## src/rtl/hazard_forward_unit.sv

```systemverilog
// hazard_forward_unit
//   Forwarding selects, pipeline stalls and a single-entry long-latency
//   scoreboard for the ID stage.
//
// Ports:
//   clk, rst                synchronous active-high reset
//   IF_ID_*                 instruction currently in ID (opcode, rs1/rs2/rd,
//                           rd write enable, long-op flag)
//   ID_EX_*, EX_MEM_*,
//   MEM_WB_*                destination and control of older instructions
//   stall_cnt_clr           clears stall_cycles
//   forwardA/forwardB       EX operand select (10 EX/MEM, 01 MEM/WB, 00 RF)
//   forward_comp1/2         ID branch-compare select, same encoding
//   stall                   hold PC and IF/ID, bubble into ID/EX
//   long_busy/long_wb/
//   long_rd                 long-op scoreboard state
//   stall_cycles            saturating count of stalled cycles
module hazard_forward_unit #(
  parameter int REG_ADDR_WIDTH = 5,
  parameter int LONG_LAT       = 4,
  parameter int STALL_CNT_W    = 16
) (
  input  logic                      clk,
  input  logic                      rst,
  input  logic [6:0]                IF_ID_inst_opcode,
  input  logic [REG_ADDR_WIDTH-1:0] IF_ID_rs1,
  input  logic [REG_ADDR_WIDTH-1:0] IF_ID_rs2,
  input  logic [REG_ADDR_WIDTH-1:0] IF_ID_rd,
  input  logic                      IF_ID_reg_wr_en,
  input  logic                      IF_ID_long_op,
  input  logic                      ID_EX_reg_wr_en,
  input  logic                      ID_EX_mem_rd,
  input  logic [REG_ADDR_WIDTH-1:0] ID_EX_rs1,
  input  logic [REG_ADDR_WIDTH-1:0] ID_EX_rs2,
  input  logic [REG_ADDR_WIDTH-1:0] ID_EX_rd,
  input  logic                      EX_MEM_reg_wr_en,
  input  logic                      EX_MEM_mem_rd,
  input  logic [REG_ADDR_WIDTH-1:0] EX_MEM_rd,
  input  logic                      MEM_WB_reg_wr_en,
  input  logic [REG_ADDR_WIDTH-1:0] MEM_WB_rd,
  input  logic                      stall_cnt_clr,
  output logic [1:0]                forwardA,
  output logic [1:0]                forwardB,
  output logic [1:0]                forward_comp1,
  output logic [1:0]                forward_comp2,
  output logic                      stall,
  output logic                      long_busy,
  output logic                      long_wb,
  output logic [REG_ADDR_WIDTH-1:0] long_rd,
  output logic [STALL_CNT_W-1:0]    stall_cycles
);

  localparam logic [6:0] OP_BRANCH = 7'b1100011;
  // 8 bits covers the full legal latency range 2..255.
  localparam logic [7:0] LAT_INIT  = 8'(LONG_LAT);

  logic [7:0] cnt;
  logic       is_branch;
  logic       issue;

  // Producer with a live write to a non-zero register that equals the reader.
  function automatic logic match(input logic [REG_ADDR_WIDTH-1:0] rd,
                                 input logic [REG_ADDR_WIDTH-1:0] rs,
                                 input logic                      wr_en);
    return wr_en && (rd == rs) && (rd != '0);
  endfunction

  function automatic logic [1:0] ex_sel(input logic [REG_ADDR_WIDTH-1:0] rs,
                                        input logic [REG_ADDR_WIDTH-1:0] exm_rd,
                                        input logic                      exm_wr,
                                        input logic [REG_ADDR_WIDTH-1:0] mwb_rd,
                                        input logic                      mwb_wr);
    if (match(exm_rd, rs, exm_wr))      return 2'b10;
    else if (match(mwb_rd, rs, mwb_wr)) return 2'b01;
    else                                return 2'b00;
  endfunction

  assign is_branch = (IF_ID_inst_opcode == OP_BRANCH);

  // EX operand selects: the younger EX/MEM value wins over MEM/WB.
  assign forwardA = ex_sel(ID_EX_rs1, EX_MEM_rd, EX_MEM_reg_wr_en, MEM_WB_rd, MEM_WB_reg_wr_en);
  assign forwardB = ex_sel(ID_EX_rs2, EX_MEM_rd, EX_MEM_reg_wr_en, MEM_WB_rd, MEM_WB_reg_wr_en);

  // Branch compare selects. A load in EX/MEM has no data yet, so it cannot
  // feed the comparator; that case is covered by a stall instead.
  always_comb begin
    // NOTE: every always_comb output gets a default first so no path leaves
    // it unassigned, which would otherwise infer a latch.
    forward_comp1 = 2'b00;
    forward_comp2 = 2'b00;
    if (is_branch) begin
      forward_comp1 = ex_sel(IF_ID_rs1, EX_MEM_rd, EX_MEM_reg_wr_en && !EX_MEM_mem_rd,
                             MEM_WB_rd, MEM_WB_reg_wr_en);
      forward_comp2 = ex_sel(IF_ID_rs2, EX_MEM_rd, EX_MEM_reg_wr_en && !EX_MEM_mem_rd,
                             MEM_WB_rd, MEM_WB_reg_wr_en);
    end
  end

  always_comb begin
    logic load_use, br_ex, br_mem_load, long_raw, long_waw, long_struct;
    load_use    = ID_EX_mem_rd &&
                  (match(ID_EX_rd, IF_ID_rs1, ID_EX_reg_wr_en) ||
                   match(ID_EX_rd, IF_ID_rs2, ID_EX_reg_wr_en));
    br_ex       = is_branch &&
                  (match(ID_EX_rd, IF_ID_rs1, ID_EX_reg_wr_en) ||
                   match(ID_EX_rd, IF_ID_rs2, ID_EX_reg_wr_en));
    br_mem_load = is_branch && EX_MEM_mem_rd &&
                  (match(EX_MEM_rd, IF_ID_rs1, EX_MEM_reg_wr_en) ||
                   match(EX_MEM_rd, IF_ID_rs2, EX_MEM_reg_wr_en));
    long_raw    = long_busy && (long_rd != '0) &&
                  ((long_rd == IF_ID_rs1) || (long_rd == IF_ID_rs2));
    long_waw    = long_busy && IF_ID_reg_wr_en && (IF_ID_rd == long_rd);
    // Only one long op may be in flight; this also keeps issue and
    // writeback from ever landing on the same edge.
    long_struct = long_busy && IF_ID_long_op;
    stall = load_use || br_ex || br_mem_load || long_raw || long_waw || long_struct;
  end

  assign issue   = IF_ID_long_op && !stall;
  assign long_wb = long_busy && (cnt == 8'd1);

  // NOTE: sequential state uses non-blocking assignments so every register
  // samples the pre-edge values regardless of statement order.
  always_ff @(posedge clk) begin
    if (rst) begin
      long_busy <= 1'b0;
      long_rd   <= '0;
      cnt       <= '0;
    end else if (issue) begin
      long_busy <= 1'b1;
      long_rd   <= IF_ID_rd;
      cnt       <= LAT_INIT;
    end else if (long_busy) begin
      if (cnt == 8'd1) begin
        long_busy <= 1'b0;
        cnt       <= '0;
      end else begin
        cnt <= cnt - 8'd1;
      end
    end
  end

  always_ff @(posedge clk) begin
    if (rst || stall_cnt_clr)
      stall_cycles <= '0;
    else if (stall && !(&stall_cycles))
      stall_cycles <= stall_cycles + 1'b1;
  end

endmodule

```

## config.mk

```make
export PLATFORM = sky130hd
export DESIGN_NAME = hazard_forward_unit
export DESIGN_NICKNAME = d
export VERILOG_FILES = /design/src/rtl/hazard_forward_unit.sv
export SDC_FILE = /design/constraint.sdc
export NUM_CORES = 1
export LEC_CHECK = 0
export BUFFER_PORTS_ARGS = -buffer_cell sky130_fd_sc_hd__buf_2
export CAP_MARGIN = 20
export CORE_ASPECT_RATIO = 1.2
export CORE_MARGIN = 2
export CORE_UTILIZATION = 43
export DETAILED_ROUTE_END_ITERATION = 10
export GPL_ROUTABILITY_DRIVEN = 1
export MAX_ROUTING_LAYER = met4
export PLACE_DENSITY = 0.71
export SKIP_CTS_REPAIR_TIMING = 1
export SYNTH_ARGS = -nofsm -noshare
export SYNTH_HDL_FRONTEND = slang
export SYNTH_SLANG_ARGS = --single-unit
```

## constraint.sdc

```tcl
create_clock -name clk -period 3.45 [get_ports clk]
set_input_delay 0.5175 -clock clk [delete_from_list [all_inputs] [get_ports clk]]
set_output_delay 0.5175 -clock clk [all_outputs]
set_load 0.01 [all_outputs]
```

Word level (Yosys, flattened, before mapping). Index checks and enable logic that the tools add are counted.

$add $sub $neg: 2. $mul: 0. Div/mod/pow operators: 0. $lt $le $gt $ge: 0. Equal/unequal tests: 15. Shift operators: 0. Mux-type cells: 16. Bitwise operators: 0. Reductions and logical operators: 56.

Operators with widths (count): $eq A5 B5 Y1 (13); $logic_and A1 B1 Y1 (37); $reduce_bool A5 Y1 (4); $add A16 B1 Y16 const B (1); $reduce_and A16 Y1 (1); $mux W2 (6); $logic_or A1 B1 Y1 (9); $eq A8 B1 Y1 const B (1); $mux W8 (1); $sub A8 B1 Y8 const B (1); $eq A7 B7 Y1 const B (1); $mux W1 (7); $mux W3 (2); $logic_not A1 Y1 (3); $reduce_bool A2 Y1 (1); $reduce_or A2 Y1 (1).

Register bits after elaboration: 30. Latch bits: 0. RAM bits: 0. Memory bits (read-only): 0. Output and inout port bits: 32. Memories kept: 0.

Depth between registers and ports, before layout. Gate-level depths: netlist of the first run.

Depth after elaboration: 13. Mapped depth: 11. Mapped depth without buffers: 8.

Worst setup path before layout of the first run. OpenSTA, ideal clock, no wires.

Kind: input to output. From: input EX_MEM_rd[1]. To: output forwardA[0]. Data arrival time: 1.942 ns. Slack: 0.991 ns. Stages: 5. Path buffers: 1. Path through: buf_4 -> or4_4 -> o21ai_2 -> nor4_1 -> nor4_1.

Cells in the longest elaborated chain, start to end: 4. Elaborated cells on any way between the ends: 5. Classes of those cells: eq/ne (1); mux (1); reduce/logical (3).

RTL lines: start: declaration (line 38) `input logic [REG_ADDR_WIDTH-1:0] EX_MEM_rd,`; $eq A5 B5 Y1 (line 65) `return wr_en && (rd == rs) && (rd != '0);`; $logic_and A1 B1 Y1 (line 65); $logic_and A1 B1 Y1 (*) (line 65); $mux W2 (*) (line 73) `if (match(exm_rd, rs, exm_wr)) return 2'b10;`; end: declaration (line 42) `output logic [1:0] forwardA,`.

Mark *: on every way between the ends. The rest lies on a longest branch, timed or not.

Final worst setup path of the first run.
From: input EX_MEM_rd[0]. To: output stall.

Cells in the longest elaborated chain, start to end: 9. Elaborated cells on any way between the ends: 13. Classes of those cells: eq/ne (2); reduce/logical (11).

RTL lines: $eq A5 B5 Y1 (line 65); $logic_and A1 B1 Y1 (2 in a row) (line 65); $logic_or A1 B1 Y1 (*) (line 108) `(match(EX_MEM_rd, IF_ID_rs1, EX_MEM_reg_wr_en) ||`; $logic_and A1 B1 Y1 (*) (line 107) `br_mem_load = is_branch && EX_MEM_mem_rd &&`; $logic_or A1 B1 Y1 (*) (4 in a row) (line 116) `stall = load_use || br_ex || br_mem_load || long_raw || long_waw || long_struct;`; end: declaration (line 46) `output logic stall,`.

Marks and branches as above.

==> results of run 1 <==
## kinds of logic (layout without fill, tap and decap cells)
| family | Yosys count | count (layout) | synth area share (%) |
|---|---|---|---|
| AND/OR/NAND/NOR | 113 | 113 | 26.76 |
| XOR/XNOR | 70 | 70 | 25.36 |
| AO/OA/AOI/OAI | 57 | 57 | 14.13 |
| flip-flops | 30 | 30 | 24.84 |
| buffers and inverters | 30 | 105 | 7.349 |
| adder cells (fa/ha/maj) | 3 | 3 | 1.553 |
## placed cells by master, fill, tap and decap left out, drive strengths merged, types with 5 or more instances in the layout
master	n
buf	90
xnor2	35
xor2	35
dfxtp	30
nand3	24
a21oi	24
o21ai	16
nand2	13
nor2	13
nor4	12
nor3	12
or3	11
or4	9
inv	8
nand4	6
o31ai	5
clkbuf	5
and3	5
## cell usage after synthesis, drive strengths merged
cell type    instances
and4bb               1
nand2               13
nor4                12
and4b                1
nand3b               3
o21ai               16
or3                 11
o2111ai              1
inv                  8
ha                   3
or2                  1
buf                 14
o311ai               1
and2                 1
o31ai                5
a31oi                2
o22ai                1
and4                 1
dlygate4sd1          1
and3                 5
dfxtp               30
a2bb2oi              1
nor2                13
o211ai               1
xnor2               35
or4                  9
clkbuf               7
o221a                1
a21oi               24
a2111oi              1
nor3                12
nand3               24
o41ai                3
xor2                35
nand4                6
## stage by stage
step	instances	hold WS [ns]
final	440	0.5012
after CTS	440	0.4978
after global placement	433	0.4854
after detailed placement	433	0.4856
after global routing	440	0.5199
after floorplan	303	0.4752
## path summary, 6_finish.rpt
kind	endpoint	slack (ns)	depth (start not counted)
setup reg to reg	stall_cycles[9]$_SDFFE_PP0P_	1.14	8
hold reg to reg	stall_cycles[14]$_SDFFE_PP0P_	0.50	2
setup / recovery	stall	0.91	8
hold / removal	stall_cycles[14]$_SDFFE_PP0P_	0.50	2
## worst max-delay path: cells and delay by family
family | cells | cell delay, ns
AOI/OAI and AO/OA | 2 | 0.31
buffers and inverters | 4 | 0.43
and+or+nand+nor | 2 | 0.75
## final cells by class
class                      instances  area, sq um
fill                             519         2489
multi-input combinational        243         1639
sequential                        30        600.6
timing repair buffer              90        455.4
tap                               62        77.57
clock buffer                       5        68.82
inverter                           8        30.03
clock inverter                     2        10.01
## per-layer routing
metal / GRT usage, % / share of wire [%]
met2: 38.45 / 50
met1: 26.18 / 42
met5: - / 0
met3: 3.878 / 6.4
met4: 6.229 / 1.4
## power groups by stage
| stage | combinational (mW) | clock (mW) | sequential (mW) |
|---|---|---|---|
| CTS | 0.226 | 0.274 | 0.376 |
| finish | 0.226 | 0.263 | 0.376 |
| global placement | 0.222 | 0 | 0.384 |
| global route | 0.251 | 0.291 | 0.378 |
| floorplan | 0.159 | 0 | 0.382 |
| detailed placement | 0.225 | 0 | 0.384 |
## sequential cells by signal (all words and copies together) (netlist names)
name / flops
cnt: 8
stall_cycles: 16
long_busy: 1
long_rd: 5
==> results.py, run 1 <==
metrics = {
    "finish": {
        "layout.nets": 438,
        "syn_to_final_growth_pct": 19.20,
        "antennaDiodeCount": 0,
        "final_area_sq_um": 2882,
        "final_util_pct": 53.66,
        "drive_above_1_share_pct": 29.10,
    },
    "floorplanning": {
        "io-pin-count": 89,
        "die-width_um": 72.45,
        "die_area_sq_um": 6240,
        "fp.coreArea_sq_um": 5370,
        "row_count": 29,
        "initial_core_util_pct": 45.01,
        "die_y_um": 86.14,
    },
    "sta": {
        "rsz0062_at_grt": "no",
        "setup-tns-final_ns": 0,
        "fin_crit_sh_pct": 73.62,
        "fmax_mhz": 393.7,
        "slew_viol_final": 0,
        "finalClockSkew_ns": 0.007593,
        "max_slew.worst_pin.slew_ns": 0.6925,
        "slew_headroom_pct": 53.48,
        "worst_slack_ns": 0.9101,
        "hold_viol": 0,
        "finalSetupViolCount": 0,
        "period_needed_ns": 2.540,
    },
    "detailed_routing": {
        "drt_iter0_markers": 87,
        "wirelength_mm": 6.515,
        "vias": 2502,
        "antenna_left": 0,
        "firstDrtPassIters": 4,
        "viasPerCell": 5.686,
        "wire_per_inst_um": 14.81,
        "drc": 0,
    },
    "power_and_ir_drop": {
        "switching_share_pct": 31.22,
        "p_leak_nw": 1.161,
        "p_int_mw": 0.5953,
        "clkPwrFrac_pct": 30.4,
        "p_sw_mw": 0.2703,
        "pwr_density_cell_nw_per_um2": 300.4,
        "seq_power_share_pct": 43.4,
        "peakVddDrop_mv": 0.3680,
        "pwr-share-comb_pct": 26.1,
        "fin_total_pwr_mw": 0.8656,
    },
    "worst_hold_path": {
        "min_from": "stall_cycles[14]$_SDFFE_PP0P_",
        "hp-class": "flip-flop to flip-flop",
    },
    "placed_design": {
        "place_ws_ns": 0.8193,
        "gp_congestion": 0.9581,
        "place_hpwl_mm": 5.057,
        "port_buffers": 88,
        "dpl_cell_area_sq_um": 2803,
    },
    "synth": {
        "syn-num-nets": 363,
        "netlist_top_cells_area": "dfxtp_1 (25%), xnor2_1 (13%), xor2_1 (13%)",
        "syn_area_sq_um": 2417,
        "yosysWarnings": 0,
        "netlist_instances": 303,
        "yosys.area.top_type": "dfxtp_1",
        "ys_ff_latch": 30,
        "synthDistinctLibCells": 47,
        "seq_area_frac_synth_pct": 24.84,
        "postSynthAreaPerCell_sq_um": 7.978,
        "synth_top_area_share_pct": 24.84,
    },
    "cts": {
        "clk_latency_ns": 0.28,
        "h-tree-depth": 2,
        "cts_buffer_depth": 2,
        "cts-root-buf": "clkbuf_8",
        "clkSlewWorstSetupHoldPaths_ns": 0.06,
        "numClockSinks": 30,
        "cts_tree": "done",
        "cts_buffers": 5,
    },
    "outcome": {
        "status": "completed",
    },
    "global_routing": {
        "grt_max_degree": 36,
        "grt_remaining_overflow": 0,
        "antenna_found_initial": 0,
        "first_global_vias": 2350,
        "grt_use_total_pct": 22.19,
        "grt_pass1_wl_mm": 10.82,
    },
    "worst_setup_path": {
        "slowest_stage": "or4_4",
        "cp.arrival_ns": 2.02,
        "worstSetupStartpointType": "primary input",
        "crit_path_start": "EX_MEM_rd[0]",
        "cp.required_ns": 2.93,
        "worstSetupEndpointType": "primary output",
        "timing.rr.start": "long_rd[2]$_SDFFE_PP0P_",
        "crit_chain": "buf_2 -> or4_4 -> o21ai_2 -> inv_2 -> o2111ai_1 -> and3_1 -> inv_2 -> buf_2",
        "crit_type": "primary input to primary output",
        "critPathMaxFanout": 10,
        "crit_path_max_incr_delay_ns": 0.53,
    },
    "job": {
        "maxCapViolations": 0,
    },
}
No activity file was read; power rests on OpenSTA's default activity.
==> run 2: changes to the inputs <==
clock period = 2.45 ns   (was 3.45 ns; I/O delays follow)
==> results.py, run 2 (synthesis gave the netlist of run 1 again) <==
metrics = {
    "finish": {
        "drive_above_1_share_pct": 31.54,
        "syn_to_final_growth_pct": 23.86,
        "top_regs": "stall_cycles x16, cnt x8, long_rd x5",
        "layout.nets": 449,
        "largest_register_ffs": 16,
        "antennaDiodeCount": 0,
        "regMostFlops": "stall_cycles",
        "layout_common_cells": "buf_2 (88), xnor2_1 (35), xor2_1 (35)",
        "layout_commonest_cell": "buf_2",
    },
    "floorplanning": {
        "die_area_sq_um": 6240,
        "die_y_um": 86.14,
        "die-width_um": 72.45,
        "row_count": 29,
        "fp.coreArea_sq_um": 5370,
        "io-pin-count": 89,
        "initial_core_util_pct": 45.01,
    },
    "detailed_routing": {
        "vias": 2537,
        "firstDrtPassIters": 4,
        "drt_iter0_markers": 78,
        "antenna_left": 0,
        "wirelength_mm": 6.622,
        "viasPerCell": 5.613,
        "drc": 0,
        "wire_per_inst_um": 14.65,
    },
    "sta": {
        "rsz0062_at_grt": "no",
        "slew_headroom_pct": 60.87,
        "finalClockSkew_ns": 0.005246,
        "fin_crit_sh_pct": 93.56,
        "period_needed_ns": 2.292,
        "worst_slack_ns": 0.1579,
        "hold_viol": 0,
        "slew_viol_final": 0,
        "max_slew.worst_pin.slew_ns": 0.5817,
        "finalSetupViolCount": 0,
        "setup-tns-final_ns": 0,
        "fmax_mhz": 436.3,
    },
    "global_routing": {
        "grt_pass1_wl_mm": 10.67,
        "grt_max_degree": 23,
        "antenna_found_initial": 0,
        "first_global_vias": 2342,
        "grt_use_total_pct": 21.88,
        "grt_remaining_overflow": 0,
    },
    "outcome": {
        "status": "completed",
    },
    "worst_hold_path": {
        "whs_path_depth": 3,
        "hp-class": "primary input to flip-flop",
    },
    "placed_design": {
        "place_hpwl_mm": 5.187,
        "port_buffers": 88,
        "place_ws_ns": 0.03965,
        "gp_congestion": 0.9676,
    },
    "power_and_ir_drop": {
        "peakVddDrop_mv": 0.3970,
        "p_leak_nw": 1.228,
        "pwr_density_cell_nw_per_um2": 429.1,
    },
    "cts": {
        "clk_latency_ns": 0.28,
        "h-tree-depth": 2,
        "cts-root-buf": "clkbuf_8",
        "numClockSinks": 30,
        "cts_buffer_depth": 2,
        "clkSlewWorstSetupHoldPaths_ns": 0.07,
        "cts_tree": "done",
        "cts_buffers": 5,
    },
    "worst_setup_path": {
        "r2r_cells": 8,
        "worstSetupEndpointType": "primary output",
        "worstSetupStartpointType": "primary input",
        "cp.required_ns": 2.08,
        "critPathMaxFanout": 10,
        "cp.arrival_ns": 1.92,
        "crit_type": "primary input to primary output",
    },
    "job": {
        "maxCapViolations": 0,
    },
}
==> run 2: final timing paths <==
path                                 start                            end  slack, ns
min                            IF_ID_rd[2]        long_rd[2]$_SDFFE_PP0P_       0.36
max                           EX_MEM_rd[0]                          stall       0.16
min reg2reg  stall_cycles[14]$_SDFFE_PP0P_  stall_cycles[14]$_SDFFE_PP0P_       0.50
max reg2reg        long_rd[4]$_SDFFE_PP0P_   stall_cycles[3]$_SDFFE_PP0P_       0.27
==> run 2: metrics by stage <==
stage / power, mW / utilization, % / std cells / instance area, sq um / hold slack (ns)
floorplan: 0.7631 / - / 303 / 2417 / 0.4752
global route: 1.357 / 55.75 / 452 / 2994 / 0.3680
CTS: 1.295 / 55.73 / 452 / 2993 / 0.3502
global placement: 0.8666 / 53.96 / 444 / 2898 / 0.4856
detailed placement: 0.8721 / 53.96 / 444 / 2898 / 0.4890
finish: 1.285 / 55.75 / 452 / 2994 / 0.3557
==> run 2: critical path, stage by stage <==
cell       delay [ns]
buf_2            0.15
or4_4            0.54
o21ai_2          0.16
inv_2            0.04
o2111ai_1        0.10
and3_1           0.29
inv_2            0.13
buf_2            0.16
==> run 2: area by class of cell <==
cell class                 instances  area (sq um)
fill                             512          2376
multi-input combinational        243          1639
sequential                        30         601.8
timing repair buffer             101         550.5
clock buffer                       6         82.58
tap                               62         77.57
inverter                           8         30.03
clock inverter                     2         12.51
==> run 2: report_power, final <==
| part | switching, mW | internal, mW |
|---|---|---|
| logic | 0.183 | 0.155 |
| clock network | 0.197 | 0.226 |
| registers | 0.0198 | 0.505 |
| total | 0.399 | 0.886 |
==> run 2: metal layers <==
metal  vias up  global-route usage, %  part of all wire [%]
li1       1259                      -                     -
met1      1176                  25.43                    44
met2        90                  37.36                    49
met3        12                  3.290                   5.5
met4         0                  8.923                   1.9
met5         -                      -                     0
==> run 3: changes to the inputs <==
==> constraint.sdc (replaced) <==
create_clock -name clk -period 2.45 [get_ports clk]
set_input_delay 0.1225 -clock clk [delete_from_list [all_inputs] [get_ports clk]]
set_output_delay 0.1225 -clock clk [all_outputs]
set_load 0.01 [all_outputs]
==> results.py, run 3 (synthesis gave the netlist of run 1 again) <==
metrics = {
    "sta": {
        "whs_ns": 0.1163,
        "finalSetupViolCount": 0,
        "slew_headroom_pct": 59.15,
        "max_slew.worst_pin.slew_ns": 0.6071,
        "setup-tns-final_ns": 0,
        "fin_crit_sh_pct": 91.57,
        "period_needed_ns": 2.243,
        "finalClockSkew_ns": 0.003942,
        "slew_viol_final": 0,
        "rsz0062_at_grt": "no",
        "fmax_mhz": 445.7,
        "hold_viol": 0,
    },
    "worst_setup_path": {
        "critPathMaxFanout": 36,
        "timing.rr.start": "long_rd[2]$_SDFFE_PP0P_",
        "cp.arrival_ns": 2.46,
        "cp.required_ns": 2.67,
        "worstSetupEndpointType": "flip-flop",
        "crit_path_start": "long_rd[2]$_SDFFE_PP0P_",
        "r2r_slack_ns": 0.21,
        "r2r-end": "stall_cycles[3]$_SDFFE_PP0P_",
        "r2r_cells": 8,
        "crit_type": "flip-flop to flip-flop",
        "worstSetupStartpointType": "flip-flop",
        "crit_end": "stall_cycles[3]$_SDFFE_PP0P_",
    },
    "cts": {
        "cts_tree": "done",
        "clkSlewWorstSetupHoldPaths_ns": 0.07,
        "numClockSinks": 30,
        "clk_latency_ns": 0.29,
        "h-tree-depth": 2,
        "cts-root-buf": "clkbuf_8",
        "cts_buffer_depth": 2,
        "cts_buffers": 5,
    },
    "floorplanning": {
        "fp.coreArea_sq_um": 5370,
        "initial_core_util_pct": 45.01,
        "die_y_um": 86.14,
        "io-pin-count": 89,
        "row_count": 29,
        "die_area_sq_um": 6240,
        "die-width_um": 72.45,
    },
    "finish": {
        "antennaDiodeCount": 0,
        "layout_common_cells": "buf_2 (88), xnor2_1 (35), xor2_1 (35)",
        "fill_cells": 534,
        "syn_to_final_growth_pct": 22.20,
        "largest_register_ffs": 16,
        "layout.cells.non_filler": 445,
        "layout.nets": 442,
        "layout_commonest_cell": "buf_2",
        "top_regs": "stall_cycles x16, cnt x8, long_rd x5",
        "drive_above_1_share_pct": 30.03,
        "regMostFlops": "stall_cycles",
    },
    "detailed_routing": {
        "drt_iter0_markers": 83,
        "vias": 2514,
        "firstDrtPassIters": 4,
        "top_layer": "met4",
        "viasPerCell": 5.649,
        "drc": 0,
        "antenna_left": 0,
        "wl_met2_mm": 3.420,
        "wl_met1_mm": 2.750,
        "dr_wl_met3_um": 444,
        "wirelength_mm": 6.730,
        "wire_per_inst_um": 15.12,
    },
    "placed_design": {
        "port_buffers": 88,
        "place_hpwl_mm": 5.250,
        "gp_congestion": 1.025,
        "dp.cells": 437,
    },
    "outcome": {
        "status": "completed",
    },
    "power_and_ir_drop": {
        "p_leak_nw": 1.202,
        "pwr_density_cell_nw_per_um2": 459.1,
        "fin_total_pwr_mw": 1.356,
        "peakVddDrop_mv": 0.7573,
    },
    "job": {
        "maxCapViolations": 0,
    },
    "global_routing": {
        "grt_max_degree": 37,
        "grt_pass1_wl_mm": 10.69,
        "first_global_vias": 2308,
        "grt_use_total_pct": 22.19,
        "grt_remaining_overflow": 0,
        "antenna_found_initial": 0,
    },
    "worst_hold_path": {
        "hp-class": "primary input to flip-flop",
        "whs_path_depth": 3,
    },
}
## run 3: changes by cell type in the layout (fill, tap and decap cells not counted), sizes merged
cell / delta
clkbuf: -1
bufinv: +1
buf: -7
clkinv: +1
clkinvlp: -1
## run 3: worst min path at each step
stage	end	startpoint	slack (ns)
floorplan	long_rd[0]$_SDFFE_PP0P_	IF_ID_rd[0]	0.27
finish	long_rd[3]$_SDFFE_PP0P_	IF_ID_rd[3]	0.12
global placement	long_rd[4]$_SDFFE_PP0P_	IF_ID_rd[4]	0.41
CTS	long_rd[1]$_SDFFE_PP0P_	IF_ID_rd[1]	0.11
global route	long_rd[1]$_SDFFE_PP0P_	IF_ID_rd[1]	0.12
detailed placement	long_rd[1]$_SDFFE_PP0P_	IF_ID_rd[1]	0.42
## run 3: where the power goes
part	leakage, nW	total, mW	internal [mW]	switching [mW]
logic	0.900	0.328	0.149	0.179
registers	0.244	0.529	0.505	0.0234
clock network	0.0579	0.499	0.299	0.200
## run 3: final cells by class
class | instances | area, sq um | area share [%]
clock buffer | 5 | 68.82 | 2.330
inverter | 8 | 30.03 | 1.017
multi-input combinational | 243 | 1639 | 55.48
tap | 62 | 77.57 | 2.626
sequential | 30 | 600.6 | 20.33
timing repair buffer | 94 | 498.0 | 16.86
clock inverter | 3 | 40.04 | 1.355
## run 3: worst max-delay path: stages (launching register included)
cell	delay, ns
dfxtp_1	0.47
xor2_1	0.11
nor4_1	0.26
a31oi_1	0.11
a2bb2oi_1	0.14
and3_1	0.22
buf_12	0.17
or4_1	0.51
a21oi_1	0.16
## run 3: per-layer routing
metal  global-route usage, %  up-vias
met5                       -        -
li1                        -     1246
met4                   7.576        0
met2                   39.12       97
met1                   25.25     1161
met3                   3.525       10
## run 3: stage by stage
step | setup slack (ns) | instance area [sq um] | utilization [%]
floorplan | 0.4105 | 2417 | -
global placement | 0.2426 | 2845 | 52.98
detailed placement | 0.2016 | 2845 | 52.98
CTS | 0.1756 | 2954 | 55.01
global route | 0.009771 | 2954 | 55.01
finish | 0.2065 | 2954 | 55.01
